### config.mk
export PLATFORM = sky130hd
export DESIGN_NAME = program_counter
export DESIGN_NICKNAME = d
export VERILOG_FILES = /design/src/rtl/program_counter.sv
export SDC_FILE = /design/constraint.sdc
export NUM_CORES = 1
export LEC_CHECK = 0
export CAP_MARGIN = 20
export CORE_MARGIN = 4
export CORE_UTILIZATION = 44
export CTS_CLUSTER_DIAMETER = 120
export DETAILED_ROUTE_END_ITERATION = 10
export PLACE_DENSITY = 0.81
export SETUP_SLACK_MARGIN = 0.2
export SLEW_MARGIN = 20
export SYNTH_ARGS = -nofsm -noshare
export SYNTH_HDL_FRONTEND = slang
export SYNTH_SLANG_ARGS = --single-unit
### constraint.sdc
create_clock -name clk -period 2.87 [get_ports clk]
set_clock_uncertainty 0.15 [all_clocks]
set_input_delay 0.574 -clock clk [delete_from_list [all_inputs] [get_ports clk]]
set_output_delay 0.574 -clock clk [all_outputs]
set_load 0.05 [all_outputs]
### src/rtl/program_counter.sv
// Fetch-address register plus IF-stage run control (IDLE/ARMED/RUN/HALT).
// Latency: pc and state update on the rising edge after inputs are sampled (1 cycle).
// Backpressure: stall holds pc, redirect overrides stall; fetchValid = running & ~stall.
//
// Ports:
//   clk, rst_n              clock and asynchronous active-low reset
//   programLoaded           level: instruction memory holds a valid image
//   programStart            level: fetching starts on its rising edge while ARMED
//   incrPC                  sequential next PC from the external increment adder
//   redirect, redirectPC    branch/jump redirect and its target
//   stall, halt             hazard hold, halt decoded
//   pc                      current fetch address (adder input and I-memory address)
//   fetchValid              pc is a real fetch this cycle
//   running, halted         state is RUN / state is HALT
//   fetchCount              PC advances since leaving ARMED (wraps modulo 2^32)
//   pcFault                 sticky bounds/alignment violation
//
// Optional feature macro: PC_BOUNDS_CHECK_EN. When defined, a next PC above
// PROG_LIMIT or not word aligned is not loaded; the block halts and sets
// pcFault. When undefined, no check is made, pcFault stays 0 and pc wraps.
module program_counter #(
    parameter logic [31:0] RESET_VECTOR = 32'h0000_0000,
    parameter logic [31:0] PROG_LIMIT   = 32'h0000_0FFC
) (
    input  logic        clk,
    input  logic        rst_n,
    input  logic        programLoaded,
    input  logic        programStart,
    input  logic [31:0] incrPC,
    input  logic        redirect,
    input  logic [31:0] redirectPC,
    input  logic        stall,
    input  logic        halt,
    output logic [31:0] pc,
    output logic        fetchValid,
    output logic        running,
    output logic        halted,
    output logic [31:0] fetchCount,
    output logic        pcFault
);

    localparam logic [1:0] S_IDLE  = 2'd0;
    localparam logic [1:0] S_ARMED = 2'd1;
    localparam logic [1:0] S_RUN   = 2'd2;
    localparam logic [1:0] S_HALT  = 2'd3;

    // A fetch limit that is not word aligned would make the last legal
    // fetch address unreachable by any aligned PC; reject it at elaboration.
    if (PROG_LIMIT[1:0] != 2'b00) begin : g_limit_align
        $error("PROG_LIMIT must be word aligned");
    end

    logic [1:0]  state;
    logic [1:0]  state_nxt;
    logic        start_q;
    logic [31:0] pc_nxt;
    logic [31:0] count_nxt;
    logic        fault_nxt;
    logic [31:0] target;
    logic        advance;
    logic        target_bad;
    logic        start_rise;

    // Redirect beats stall; otherwise the adder output is the candidate.
    assign target     = redirect ? redirectPC : incrPC;
    assign advance    = redirect | ~stall;
    // start_q samples programStart every cycle, so a level already high
    // when ARMED is entered is never seen as an edge.
    assign start_rise = programStart & ~start_q;

`ifdef PC_BOUNDS_CHECK_EN
    assign target_bad = (target > PROG_LIMIT) | (target[1:0] != 2'b00);
`else
    assign target_bad = 1'b0;
`endif

    always_comb begin
        state_nxt = state;
        pc_nxt    = pc;
        count_nxt = fetchCount;
        fault_nxt = pcFault;

        // Losing the program image overrides every RUN action.
        if ((state != S_IDLE) && !programLoaded) begin
            state_nxt = S_IDLE;
            pc_nxt    = RESET_VECTOR;
            count_nxt = 32'd0;
            fault_nxt = 1'b0;
        end else begin
            case (state)
                S_IDLE: begin
                    pc_nxt    = RESET_VECTOR;
                    count_nxt = 32'd0;
                    fault_nxt = 1'b0;
                    if (programLoaded) begin
                        state_nxt = S_ARMED;
                    end
                end
                S_ARMED: begin
                    if (start_rise) begin
                        state_nxt = S_RUN;
                    end
                end
                S_RUN: begin
                    if (halt) begin
                        state_nxt = S_HALT;
                    end else if (advance) begin
                        if (target_bad) begin
                            // Park instead of loading an illegal address.
                            state_nxt = S_HALT;
                            fault_nxt = 1'b1;
                        end else begin
                            pc_nxt    = target;
                            count_nxt = fetchCount + 32'd1;
                        end
                    end
                end
                default: begin
                    // HALT: everything frozen until programLoaded drops.
                end
            endcase
        end
    end

    always_ff @(posedge clk or negedge rst_n) begin
        if (!rst_n) begin
            state      <= S_IDLE;
            pc         <= RESET_VECTOR;
            fetchCount <= 32'd0;
            pcFault    <= 1'b0;
            start_q    <= 1'b0;
        end else begin
            state      <= state_nxt;
            pc         <= pc_nxt;
            fetchCount <= count_nxt;
            pcFault    <= fault_nxt;
            start_q    <= programStart;
        end
    end

    assign running    = (state == S_RUN);
    assign halted     = (state == S_HALT);
    assign fetchValid = running & ~stall;

endmodule

; Yosys cells after proc, flatten, opt, wreduce, memory -nomap -nowiden
; Cells that the tools add are included.
[op_classes]
addsub = 1
n_eq_ne = 8
mux = 16
bitwise_logic = 5
reduce_logical = 9
[ops]
columns = op, n
row1 = 2-to-1 mux 32 bit, 7
row2 = one-hot mux 32 bit (2 select lines), 2
row3 = "adder 32 x 1 -> 32 bit, second input constant", 1
row4 = 2-to-1 mux 2 bit, 4
row5 = "inequality test 3 x 2 -> 1 bit, second input constant", 2
row6 = "inequality test 3 bit, second input constant", 2
row7 = one-hot mux 2 bit (3 select lines), 1
row8 = "equality test 2 bit, second input constant", 2
row9 = AND reduction 4 bit, 1
row10 = nonzero test 2 bit, 2
row11 = nonzero test 4 bit, 1
row12 = "inequality test 3 x 1 -> 1 bit, second input constant", 1
row13 = AND reduction 3 bit, 1
row14 = nonzero test 3 bit, 1
row15 = bitwise AND 1 bit, 2
row16 = "equality test 2 x 1 -> 1 bit, second input constant", 1
row17 = logical NOT 2 bit, 1
row18 = 2-to-1 mux 1 bit, 2
row19 = NOT 1 bit, 2
row20 = logical AND 1 bit, 1
row21 = logical NOT 1 bit, 1
row22 = OR 1 bit, 1
[word_totals]
ff_bits = 68
input_bits = 71
out_inout_bits = 68
wordCells = 44

; Depth between registers and ports, before layout
; Gate-level depths: netlist of run 1.
[depth]
depth_word = 6
ltp_mapped = 9
mapped_depth_nobuf = 7

; Worst setup path after synthesis of run 1
; Ideal clock, no wire load.
[synth_timing]
path_type = reg2out
start = register state[0]
end = output fetchValid
t_arrival_ns = 1.822
required_time_ns = 2.146
setup_slack_ns = 0.324
stages_incl_launch_ff = 4
n_path_buf = 0
path_cell_list = dfrtp_1 -> inv_1 -> ha_1 -> nor2b_1
[synth_between]
elab_chain_cells = 2
[synth_rtl]
columns = element, line
row1 = from (decl), 53  ; logic [1:0] state;
row2 = from (signal assigned), 133  ; state <= state_nxt;
row3 = equality test 2 bit, 141  ; assign running = (state == S_RUN);
row4 = named net running, 36  ; output logic running,
row5 = bitwise AND 1 bit, 143  ; assign fetchValid = running & ~stall;
row6 = to (decl), 35  ; output logic fetchValid,
; The timed path passes the listed nets, and every way through them passes these cells.

; Worst setup path in the final report of run 1
[layout_timing]
start = register state[0]
end = output halted
[layout_between]
elab_chain_cells = 1
[layout_rtl]
columns = element, line
row1 = equality test 2 bit, 142  ; assign halted = (state == S_HALT);
row2 = to (decl), 37  ; output logic halted,
; Every way passes these cells.

==> impl_summary.log, run 1 <==
[metrics] Final Setup Violations: 0
[metrics] power per standard cell area: around 670 mW/mm²
[metrics] met3 usage in global routing: 0.0876
[metrics] # nets final: 583
[metrics] count of vias placed by the detailed router: roughly 3300
[metrics] detailed-route vias per instance: 5.43
[metrics] number of instances in the synthesized netlist: between 300 and 400
[metrics] kind of critical path: reg2out
[metrics] number of design rule violations left after detail routing: 0
[metrics] Critical Path Sink Type: output port
[metrics] flop2flop setup slack: about 470 ps
[metrics] sort of element at the start of the critical path: flip-flop
[metrics] critical path required time: between 2000 and 2500 ps
[metrics] Post-Synthesis Mean Instance Area: 9.67 µm²
[metrics] initial drt markers: between 150 and 200
[metrics] Layout area overhead: 46.7%
[metrics] routing usage on met2: 0.325
[metrics] count of port buffers added during placement: about 140
[metrics] maximum number of pins on one net before global-route repair: 38
[metrics] root cell of the clock tree: clkbuf_8
[metrics] cell count after placement: approximately 600
[metrics] initial antenna violation count: 1
[metrics] largest fanout of any net on the critical path: 7
[metrics] fraction of final layout cells with drive strength greater than 1: 0.0806
[metrics] period utilization: 0.877
[metrics] share of the yosys chip area belonging to registers: 0.474
[metrics] Max clock buf depth: 2
[metrics] syn nets: 442
[metrics] leakage power of the design: between 0.002 and 0.0025 µW
[metrics] Routed Wire Length: around 9.5 mm
[metrics] via count of the first global-routing pass: roughly 3300
[metrics] average routed wire per standard cell: 15.5 µm
[metrics] clk_lat worst skew: 330 ps
[metrics] number of non-filler instances in the completed layout: a little over 600
[metrics] arrival time worst endpoint: between 1500 and 2000 ps
[metrics] min-delay worst type: in2async
[metrics] number of pins with negative max-slew slack in the final report: 0
[metrics] slew at the pin closest to its max-slew limit: approximately 720 ps
[metrics] Final min period: 2520 ps
[metrics] result of the run: finished, final reports clean
[metrics] TritonCTS Buffers: 9
[metrics] remaining antenna violation count: 0
[metrics] Most Used Layer, Global Route: met2
[metrics] starting utilization of the core area: 0.456
[metrics] GP Congestion: around 0.86
[metrics] setup repair after global routing missed its margin: no
[metrics] Post-Syn Area: approximately 0.0035 mm²
[metrics] highest clock frequency the design can meet: between 0.3 and 0.4 GHz
[metrics] Max-Cap Viols: 0
[metrics] Rows: 32
[metrics] setup tns final: 0 ps
[metrics] Post-DP HPWL: 7.30 mm
[metrics] post-synthesis cell type count: slightly below 50
[metrics] M1 GR Usage: 0.258
[metrics] # IOs: 139
[metrics] antenna cells: 0
[metrics] gr ovfl total: 0
[metrics] global-route wire length before repair: approximately 16 mm
[metrics] post-CTS setup buffers: 0
[metrics] count of yosys warnings during synthesis: 0
[metrics] clock slew at the register clock pins of the worst setup and hold paths: 70 ps
[metrics] GRT Overall Usage: 0.206
[metrics] die extent in y: about 98 µm
[metrics] worst supply voltage drop on vdd: around 350 µV
[metrics] die width: between 90 and 100 µm
[metrics] core box area: 0.00777 mm²
[metrics] sinks on the clock net: 67
[metrics] total of flip-flops plus latches after synthesis: between 60 and 70
[metrics] CTS HTree Levels: 3
[metrics] number of failing hold endpoints at the final stage: 0
[metrics] overall die area: roughly 0.0095 mm²
[metrics] First-pass DRT Iterations: 7
[metrics] clock tree from TritonCTS: done
[metrics] Max-slew headroom: 0.517
kinds of logic (layout without fill, tap and decap cells):
logic type | count (synthesis) | after routing | share of synthesized area
and+or+nand+nor | 134 | 134 | 0.211
AOI/OAI and AO/OA | 88 | 88 | 0.144
DFF | 67 | 67 | 0.474
muxes | 32 | 32 | 0.0905
buffers and inverters | 29 | 172 | 0.0375
xor gates and xnor gates | 10 | 10 | 0.0247
adders and majority gates | 5 | 5 | 0.0177
other | 1 | 1 | 0.00106
stage by stage:
step	power, µW	setup WS, ps	instance area, µm²	hold WS [ps]	utilization
after floorplan	2220	324	3540	128	-
after global placement	2810	195	5030	310	0.648
after detailed placement	2850	160	5030	319	0.648
after CTS	3500	342	5180	158	0.667
after global routing	3690	290	5190	199	0.668
final	3470	352	5190	141	0.668
path summary, 6_finish.rpt:
kind | startpoint | to | cells after the start
hold / removal | rst_n | state[1] | 1
setup / recovery | state[0] | halted | 2
max in group asynchronous | rst_n | fetchCount[18] | 2
setup reg to reg | state[0] | fetchCount[22] | 7
hold reg to reg | pc[29] | pc[29] | 2
min in group clk | pc[29] | pc[29] | 2
cells in the final DEF (no fill, tap or decap), types with 5 or more instances in the layout:
master | netlist | layout
a21oi_1 | 19 | 19
buf_4 | 2 | 11
clkbuf_8 | 0 | 10
clkdlybuf4s50_1 | 0 | 133
dfrtp_1 | 67 | 67
ha_1 | 5 | 5
inv_1 | 11 | 11
mux2i_1 | 32 | 32
nand2_1 | 48 | 48
nand3_1 | 13 | 13
nand4_1 | 10 | 10
nor2_1 | 17 | 17
o21ai_0 | 46 | 46
o31ai_1 | 5 | 5
or3_1 | 10 | 10
or4_1 | 7 | 7
xnor2_1 | 5 | 5
xor2_1 | 5 | 5
registers in the layout (all words and copies together) (netlist names):
| signal | cells |
|---|---|
| pc | 32 |
| start_q | 1 |
| fetchCount | 32 |
| state | 2 |
cell type report:
type / count / area (µm²)
multi-input cells: 270 / 1740
flip-flops and latches: 67 / 1680
well taps: 102 / 128
repair buffers: 148 / 1450
fillers: 612 / 2570
clock buffers: 10 / 138
clock inverters: 3 / 17.5
inverters: 11 / 41.3
where the power goes:
part | internal [µW] | switching (µW)
clock | 319 | 327
combinational | 541 | 1110
sequential | 1080 | 97.4
cells in the mapped netlist, drive strengths merged:
| library cell | n | area [µm²] |
|---|---|---|
| a211o | 1 | 8.76 |
| nor4 | 2 | 12.5 |
| nand3b | 2 | 15.0 |
| a31oi | 1 | 6.26 |
| a21bo | 1 | 10.0 |
| a21oi | 19 | 95.1 |
| nand2b | 1 | 6.26 |
| o21a | 4 | 30.0 |
| a221oi | 1 | 15.0 |
| o21ai | 51 | 267 |
| dfrtp | 67 | 1680 |
| clkbuf | 7 | 26.3 |
| conb | 1 | 3.75 |
| nor2b | 2 | 12.5 |
| mux2i | 32 | 320 |
| nand4 | 14 | 130 |
| a21o | 1 | 7.51 |
| and4 | 3 | 26.3 |
| nor4b | 1 | 15.0 |
| o41ai | 1 | 8.76 |
| nor2 | 18 | 75.1 |
| ha | 5 | 62.6 |
| o311ai | 1 | 8.76 |
| or4 | 7 | 52.6 |
| nand2 | 48 | 180 |
| xnor2 | 5 | 43.8 |
| a22oi | 1 | 7.51 |
| and3 | 3 | 18.8 |
| or2 | 2 | 12.5 |
| o2111ai | 1 | 8.76 |
| inv | 11 | 41.3 |
| xor2 | 5 | 43.8 |
| nand3 | 14 | 75.1 |
| or3 | 11 | 73.8 |
| buf | 11 | 65.1 |
| nor3 | 6 | 40.0 |
| o31ai | 5 | 37.5 |
routing by layer:
layer	share of wire	up-vias	wire length, µm
met5	0.0014	-	13
met4	0.010	2	97
met3	0.11	11	1060
met2	0.47	154	4500
met1	0.40	1558	3800
li1	-	1592	-
critical path: stages (launching register included):
cell             delay, ps
dfrtp_1                470
ha_1                   190
clkdlybuf4s50_1        800
what timing repair did:
item | in CTS | in global routing
endpoints found under the setup margin | 1 | 1
gates resized for setup | 1 | 1
hold buffers | 0 | 0
cloned | 0 | 0
Note: power is estimated with default switching activity, not from simulation.
==> run 2, diff against run 1 <==
SETUP_SLACK_MARGIN = 0.3   (was 0.2)
==> impl_summary.log, run 2 (synthesized netlist as in run 1, its figures left out) <==
[metrics] Max-Cap Viols: 0
[metrics] critical path's largest stage delay: 870 ps
[metrics] fraction of final layout cells with drive strength greater than 1: 0.0806
[metrics] via count of the first global-routing pass: ~3300
[metrics] highest clock frequency the design can meet: between 0.4 and 0.5 GHz
[metrics] die extent in y: 97.7 µm
[metrics] root cell of the clock tree: clkbuf_8
[metrics] Max-slew headroom: 0.521
[metrics] # IOs: between 100 and 150
[metrics] slew at the pin closest to its max-slew limit: ~720 ps
[metrics] die width: between 90 and 100 µm
[metrics] Post-DP HPWL: 7.30 mm
[metrics] average routed wire per standard cell: between 15 and 20 µm
[metrics] power per standard cell area: between 600 and 700 mW/mm²
[metrics] largest registers in the final layout: fetchCount: 32 flops, pc: 32 flops, state: 2 flops
[metrics] arrival time worst endpoint: 1740 ps
[metrics] Layout area overhead: 46.8%
[metrics] number of pins with negative max-slew slack in the final report: 0
[metrics] kind of critical path: reg2out
[metrics] initial antenna violation count: 1
[metrics] clock tree from TritonCTS: done
[metrics] clock slew at the register clock pins of the worst setup and hold paths: around 70 ps
[metrics] buffers plus inverters on the worst setup path: 1
[metrics] Max clock buf depth: 2
[metrics] First-pass DRT Iterations: 6
[metrics] global-route wire length before repair: between 15 and 20 mm
[metrics] Routed Wire Length: roughly 9.5 mm
[metrics] most used cells in the layout excluding fill and tap cells: clkdlybuf4s50_1, dfrtp_1, nand2_1, o21ai_0, mux2i_1
[metrics] number of design rule violations left after detail routing: 0
[metrics] maximum number of pins on one net before global-route repair: 38
[metrics] gr ovfl total: 0
[metrics] setup tns final: 0 ps
[metrics] setup repair after global routing missed its margin: no
[metrics] hold bufs inserted after CTS: 0
[metrics] Final Setup Violations: 0
[metrics] TritonCTS Buffers: 9
[metrics] cell type group with the largest total delay on the critical path: buffers and inverters
[metrics] initial drt markers: 160
[metrics] core box area: a little under 0.008 mm²
[metrics] Final min period: around 2500 ps
[metrics] Critical Path Sink Type: output port
[metrics] # nets final: a little under 600
[metrics] final total power: between 3000 and 4000 µW
[metrics] detailed-route vias per instance: 5.37
[metrics] GP Congestion: roughly 0.86
[metrics] antenna cells: 0
[metrics] critical path required time: ~2200 ps
[metrics] number of failing hold endpoints at the final stage: 0
[metrics] post-CTS setup buffers: 0
[metrics] overall die area: between 0.009 and 0.01 mm²
[metrics] sinks on the clock net: between 60 and 70
[metrics] count of port buffers added during placement: ~140
[metrics] clk_lat worst skew: 330 ps
[metrics] CTS HTree Levels: 3
[metrics] result of the run: finished, final reports clean
[metrics] largest fanout of any net on the critical path: 9
[metrics] GRT Overall Usage: 0.206
[metrics] Rows: 32
[metrics] CP cell instances: clkdlybuf4s50_1
[metrics] starting utilization of the core area: 0.456
[metrics] remaining antenna violation count: 0
[metrics] final core occ: 0.669
[metrics] worst supply voltage drop on vdd: ~350 µV
[metrics] count of vias placed by the detailed router: ~3300
[metrics] leakage power of the design: roughly 0.0022 µW
[metrics] period utilization: 0.858
[metrics] critical-path cell with the highest stage delay: clkdlybuf4s50_1
[metrics] min-delay worst type: in2async
[metrics] commonest non-fill, non-tap cell in the layout: clkdlybuf4s50_1
[metrics] sort of element at the start of the critical path: flip-flop
==> run 2: cell count changes in the layout (fill, tap and decap cells not counted) <==
cell / delta
dlymetal6s2s_1: +1
clkdlybuf4s50_1: -1
==> run 2: per-stage QoR <==
| stage | worst slack, ps | hold WS, ps | area [µm²] | instances |
|---|---|---|---|---|
| finish | 407 | 142 | 5190 | 611 |
| floorplan | 324 | 128 | 3540 | 366 |
| detailed placement | 160 | 319 | 5030 | 598 |
| CTS | 342 | 158 | 5180 | 611 |
| global route | 314 | 199 | 5190 | 611 |
| global placement | 195 | 310 | 5030 | 598 |
==> run 2: power by group <==
group / total [µW] / internal (µW) / switching [µW]
Combinational: 1650 / 541 / 1110
Clock: 644 / 319 / 325
Sequential: 1180 / 1080 / 97.3
Total: 3470 / 1940 / 1530
==> run 2: final timing paths <==
| path | start | end | slack [ps] | cells past startpoint |
|---|---|---|---|---|
| worst min register to register | pc[29] | pc[29] | 330 | 2 |
| min in group clk | pc[29] | pc[29] | 330 | 2 |
| worst max register to register | state[0] | fetchCount[22] | 470 | 7 |
| worst max-delay path | fetchCount[4] | fetchCount[4] | 410 | 1 |
| worst min-delay path | rst_n | fetchCount[10] | 140 | 1 |
| max in group asynchronous | rst_n | fetchCount[18] | 1780 | 2 |
==> run 2: final cells by class <==
| class | instances | area [µm²] |
|---|---|---|
| Multi-Input combinational cell | 270 | 1740 |
| Inverter | 11 | 41.3 |
| Clock buffer | 10 | 138 |
| Tap cell | 102 | 128 |
| Timing Repair Buffer | 148 | 1460 |
| Clock inverter | 3 | 17.5 |
| Fill cell | 611 | 2570 |
| Sequential cell | 67 | 1680 |
==> run 2: what timing repair did <==
action                                  CTS  global route
gates resized for setup                   1             2
endpoints found under the setup margin    1             3
pin swaps                                 0             0
==> run 2: metal layers <==
metal  GRT usage  routed length [µm]
met3      0.0876                1080
met5           0                  13
met2       0.325                4480
met4      0.0586                  89
met1       0.258                3830
==> run 3, diff against run 2 <==
HOLD_SLACK_MARGIN = 0.12   (was default)
==> results of run 3 <==
The final DEF is identical to that of run 2; final timing and power are the same.
